--- src/rtl/spi_cmd_ctrl.sv ---
// SPI command sequencer: turns received byte frames into register-bus reads and
// writes, and supplies the next byte the SPI slave shifts out on miso.
module spi_cmd_ctrl #(
    parameter int          ADDR_W  = 7,
    parameter logic [7:0]  IDLE_TX = 8'hA5
) (
    input  logic              i_clk,
    input  logic              i_rst,
    input  logic              i_ssel_active,
    input  logic              i_ssel_endmessage,
    input  logic              i_rx_valid,
    input  logic [7:0]        i_rx_byte,
    output logic [7:0]        o_tx_byte,
    output logic              o_tx_load,
    output logic [ADDR_W-1:0] o_reg_addr,
    output logic [7:0]        o_reg_wdata,
    output logic              o_reg_we,
    output logic              o_reg_re,
    input  logic [7:0]        i_reg_rdata,
    output logic              o_busy,
    output logic              o_frame_err
);

    localparam logic [2:0] S_IDLE    = 3'd0;
    localparam logic [2:0] S_CMD     = 3'd1;
    localparam logic [2:0] S_WR      = 3'd2;
    localparam logic [2:0] S_RD_REQ  = 3'd3;
    localparam logic [2:0] S_RD_CAP  = 3'd4;
    localparam logic [2:0] S_RD_WAIT = 3'd5;

    logic [2:0]        r_state;
    logic [2:0]        w_state_next;
    logic              r_ssel_prev;
    logic [ADDR_W-1:0] r_addr;
    logic [7:0]        r_tx_byte;
    logic              r_tx_load;
    logic [ADDR_W-1:0] r_reg_addr;
    logic [7:0]        r_reg_wdata;
    logic              r_reg_we;
    logic              r_reg_re;
    logic              r_frame_err;

    logic              w_frame_end;
    logic              w_ssel_rise;
    logic              w_cmd_rw;
    logic [ADDR_W-1:0] w_cmd_addr;
    logic [ADDR_W-1:0] w_addr_inc;

    assign w_frame_end = i_ssel_endmessage | ~i_ssel_active;
    assign w_ssel_rise = i_ssel_active & ~r_ssel_prev;
    assign w_cmd_rw    = i_rx_byte[7];
    assign w_cmd_addr  = i_rx_byte[ADDR_W-1:0];
    assign w_addr_inc  = r_addr + ADDR_W'(1);

    always_comb begin
        w_state_next = r_state;
        case (r_state)
            S_IDLE: begin
                if (w_ssel_rise) w_state_next = S_CMD;
            end
            S_CMD: begin
                if (w_frame_end)     w_state_next = S_IDLE;
                else if (i_rx_valid) w_state_next = w_cmd_rw ? S_WR : S_RD_REQ;
            end
            S_WR: begin
                if (w_frame_end) w_state_next = S_IDLE;
            end
            S_RD_REQ: begin
                w_state_next = w_frame_end ? S_IDLE : S_RD_CAP;
            end
            S_RD_CAP: begin
                w_state_next = w_frame_end ? S_IDLE : S_RD_WAIT;
            end
            S_RD_WAIT: begin
                if (w_frame_end)     w_state_next = S_IDLE;
                else if (i_rx_valid) w_state_next = S_RD_REQ;
            end
            default: w_state_next = S_IDLE;
        endcase
    end

    always_ff @(posedge i_clk or posedge i_rst) begin
        if (i_rst) begin
            r_state     <= S_IDLE;
            r_ssel_prev <= 1'b0;
            r_addr      <= '0;
            r_tx_byte   <= IDLE_TX;
            r_tx_load   <= 1'b0;
            r_reg_addr  <= '0;
            r_reg_wdata <= '0;
            r_reg_we    <= 1'b0;
            r_reg_re    <= 1'b0;
            r_frame_err <= 1'b0;
        end else begin
            r_state     <= w_state_next;
            r_ssel_prev <= i_ssel_active;
            r_reg_we    <= 1'b0;
            r_reg_re    <= 1'b0;
            r_tx_load   <= 1'b0;
            case (r_state)
                S_IDLE: begin
                    if (w_ssel_rise) begin
                        r_tx_byte <= IDLE_TX;
                        r_tx_load <= 1'b1;
                    end
                end
                S_CMD: begin
                    // A command byte coinciding with frame end is dropped, not executed.
                    if (w_frame_end) begin
                        r_frame_err <= 1'b1;
                    end else if (i_rx_valid) begin
                        r_addr <= w_cmd_addr;
                        if (!w_cmd_rw) begin
                            r_reg_addr <= w_cmd_addr;
                            r_reg_re   <= 1'b1;
                        end
                    end
                end
                S_WR: begin
                    if (i_rx_valid) begin
                        r_reg_we    <= 1'b1;
                        r_reg_wdata <= i_rx_byte;
                        r_reg_addr  <= r_addr;
                        r_addr      <= w_addr_inc;
                    end
                end
                S_RD_CAP: begin
                    // Read data arrives one cycle after the strobe; drop it if the frame closed.
                    if (!w_frame_end) begin
                        r_tx_byte <= i_reg_rdata;
                        r_tx_load <= 1'b1;
                    end
                end
                S_RD_WAIT: begin
                    if (i_rx_valid && !w_frame_end) begin
                        r_addr     <= w_addr_inc;
                        r_reg_addr <= w_addr_inc;
                        r_reg_re   <= 1'b1;
                    end
                end
                default: ;
            endcase
        end
    end

    assign o_tx_byte   = r_tx_byte;
    assign o_tx_load   = r_tx_load;
    assign o_reg_addr  = r_reg_addr;
    assign o_reg_wdata = r_reg_wdata;
    assign o_reg_we    = r_reg_we;
    assign o_reg_re    = r_reg_re;
    assign o_busy      = (r_state != S_IDLE);
    assign o_frame_err = r_frame_err;

endmodule
--- config.mk ---
export PLATFORM = sky130hd
export DESIGN_NAME = spi_cmd_ctrl
export DESIGN_NICKNAME = d
export VERILOG_FILES = /design/src/rtl/spi_cmd_ctrl.sv
export SDC_FILE = /design/constraint.sdc
export NUM_CORES = 1
export LEC_CHECK = 0
export ABC_AREA = 0
export CAP_MARGIN = 20
export CORE_UTILIZATION = 25
export CTS_CLUSTER_SIZE = 30
export DETAILED_ROUTE_END_ITERATION = 10
export GPL_TIMING_DRIVEN = 0
export PLACE_DENSITY_LB_ADDON = 0.2
export SLEW_MARGIN = 20
export SYNTH_ARGS = -nofsm -noshare
export SYNTH_HDL_FRONTEND = slang
export SYNTH_SLANG_ARGS = --single-unit
export TNS_END_PERCENT = 50
--- constraint.sdc ---
create_clock -name i_clk -period 4.7 [get_ports i_clk]
set_input_delay 0.705 -clock i_clk [delete_from_list [all_inputs] [get_ports i_clk]]
set_output_delay 0.705 -clock i_clk [all_outputs]
set_load 0.02 [all_outputs]
==> impl_metrics.tcl <==
set metrics [dict create \
    status "completed" \
    ys.flop_type "dfrtp_1" \
    n_antenna_cell 0 \
    setup_violations 0 \
    clockBufferDepth 2 \
    routed_wirelength_um 5580 \
    worst_pin_slew_ns 0.548 \
    holdCritPathClass "reg2reg" \
    cp-start-kind "flop" \
    skew_ns 0.00862 \
    tritoncts "done" \
    synth.ff_latch_count 38 \
    drc_errors 0 \
    pin_count 49 \
    cts_sinks 38 \
    ys_warn_count 0 \
    synth-async-reset-ratio_pct 100 \
    cts.clk_slew.worst_paths_ns 0.08 \
    firstDrtPassIters 4 \
    grt_pass1_wl_um 9070 \
    htreeDepth 2 \
    syn_nets 233 \
    fmax_mhz 337 \
    crit_type "reg2out" \
    leakagePower_uw 0.00108 \
    final_max_slew_viol_count 0 \
    avgRoutedWirePerCell_um 15.1 \
    power_uw 989 \
    final_cell_mix "48 x clkdlybuf4s50_1, 34 x dfrtp_1, 17 x nor2_1" \
    rsz0062_at_grt "no" \
    clk_latency_ns 0.29 \
    die_area_um2 8460 \
    numCtsBuffers 5 \
    yosysSeqAreaShare_pct 47.2 \
    antenna_found_initial 0 \
    start_util_pct 26.0 \
    synth_area_um2 2020 \
    io_buffers 48 \
    gp_congestion 0.795 \
    critPathLaunch "r_state[0]" \
    wl_met2_um 2540 \
    hold_depth 1 \
    wl_met3_um 206 \
    synth_cell_type_count 47 \
    grt_util_all_layers_pct 13.8 \
    ant_nets 0 \
    first_iter_violations 84 \
    min_period_ns 2.97 \
    drive_gt1_share_pct 11.9 \
    std_cell_rows 32 \
    synthCells 211 \
    grt_pass1_vias 1785 \
    cp.required_ns 3.99 \
    ir_drop_v 0.000192 \
    mostFrequentLayoutCell "clkdlybuf4s50_1" \
    fin_nets 289 \
    end_kind "output pin" \
    tns_ns 0 \
    cts_hold_buf 0 \
    max_cap_viol_count 0 \
    hold_viol 0 \
    drt-met1-wl_um 2780 \
    rr_startpoint "r_state[0]" \
    vias 1786 \
    synth_edf_count 0 \
    top_layer "met4" \
    overflow 0 \
    r2r_cells 5 \
    period_share_pct 63.2 \
    worst_ep_arrival_time_ns 2.26 \
    grt_max_degree 25 \
    cts_resized 0 \
    avgSynthCellArea_um2 9.59 \
    avgViaCountPerCell 4.83 \
    relSlewSlack_pct 63.4 \
    powerDensity_nw_per_um2 361 \
    area_growth_pct 35.6 \
    die_h_um 92.0 \
    cts-root-buf "clkbuf_8" \
    min_from "o_frame_err" \
    path_max_fanout 10 \
    core-area_um2 7770 \
    fp.dieW_um 92.0 \
    hpwl_um 4010 \
    cts_setup_buffers 0 \
]
==> synth_stat cells, types with 2 or more instances <==
library cell / count / area, µm²
nor2_1: 17 / 63.8
buf_2: 5 / 25.0
a21oi_1: 16 / 80.1
a22oi_1: 5 / 37.5
dfrtp_1: 34 / 851
mux2i_1: 2 / 20.0
mux2_1: 2 / 22.5
nor3_1: 11 / 55.1
o32a_1: 2 / 20.0
o22ai_1: 2 / 12.5
or3_1: 3 / 18.8
nand2_1: 11 / 41.3
clkbuf_1: 7 / 26.3
xnor2_1: 3 / 26.3
nand3_1: 8 / 40.0
o22a_1: 3 / 26.3
dfstp_2: 4 / 105
o21ai_0: 14 / 70.1
nor2b_1: 9 / 56.3
a21o_1: 2 / 15.0
nand2b_1: 5 / 31.3
inv_1: 9 / 33.8
mux2_2: 8 / 90.1
a31oi_1: 4 / 25.0
nand3b_1: 2 / 15.0
o31ai_1: 2 / 15.0
==> power breakdown <==
group          total (µW)  internal (µW)  leakage (µW)  switching (µW)
clock network         241            119     0.0000482             123
registers             430            387      0.000466            43.5
logic                 318            159      0.000562             158
==> cells by family after synthesis <==
family                   count (synthesis)  share of synthesized area [%]
multiplexers                            12                           6.56
AO/OA/AOI/OAI                           60                           20.3
buffers and inverters                   23                           4.76
AND/OR/NAND/NOR                         74                           19.2
adder cells (fa/ha/maj)                  1                          0.618
XOR/XNOR                                 3                           1.30
flip-flops                              38                           47.2
==> cell type report <==
class,count,area (µm²)
fillers,828,5020
multi-input cells,150,971
flip-flops and latches,38,956
repair buffers,49,500
well taps,102,128
clock buffers,7,86.3
plain buffers,14,62.6
inverters,9,33.8
clock inverters,1,5.00
==> worst paths after layout <==
kind                                  to  slack [ns]
max in group asynchronous   o_tx_byte[7]        3.48
hold reg to reg              o_frame_err        0.47
hold / removal               o_frame_err        0.47
min in group asynchronous  o_reg_addr[6]        0.69
setup / recovery                  o_busy        1.73
setup reg to reg           o_reg_addr[4]        2.69
==> flip-flops by register name, summed over array words and instances, names as in the netlist <==
name         flops
o_reg_we         1
r_addr           7
r_ssel_prev      1
o_frame_err      1
o_tx_byte        8
r_state          3
o_reg_addr       7
o_reg_wdata      8
o_tx_load        1
o_reg_re         1
==> per-layer routing <==
metal,global-route usage [%],up-vias
li1,-,871
met1,19.4,877
met2,21.6,34
met3,2.32,4
met4,4.17,0
met5,0,-
==> worst max-delay path: stages (launching register included) <==
cell             delay [ns]
dfrtp_1                0.51
buf_2                  0.30
clkbuf_1               0.38
or3_1                  0.17
clkdlybuf4s50_1        0.61
==> stage by stage <==
step / worst slack [ns] / util [%] / hold WS [ns] / instance area [µm²] / std cells
floorplan: 2.78 / - / 0.496 / 2020 / 211
global placement: 2.08 / 33.9 / 0.444 / 2630 / 361
detailed placement: 2.04 / 34.1 / 0.452 / 2650 / 362
CTS: 1.72 / 35.3 / 0.471 / 2740 / 370
global route: 1.61 / 35.3 / 0.515 / 2740 / 370
finish: 1.73 / 35.3 / 0.467 / 2740 / 370
Note: power is estimated with default switching activity, not from simulation.
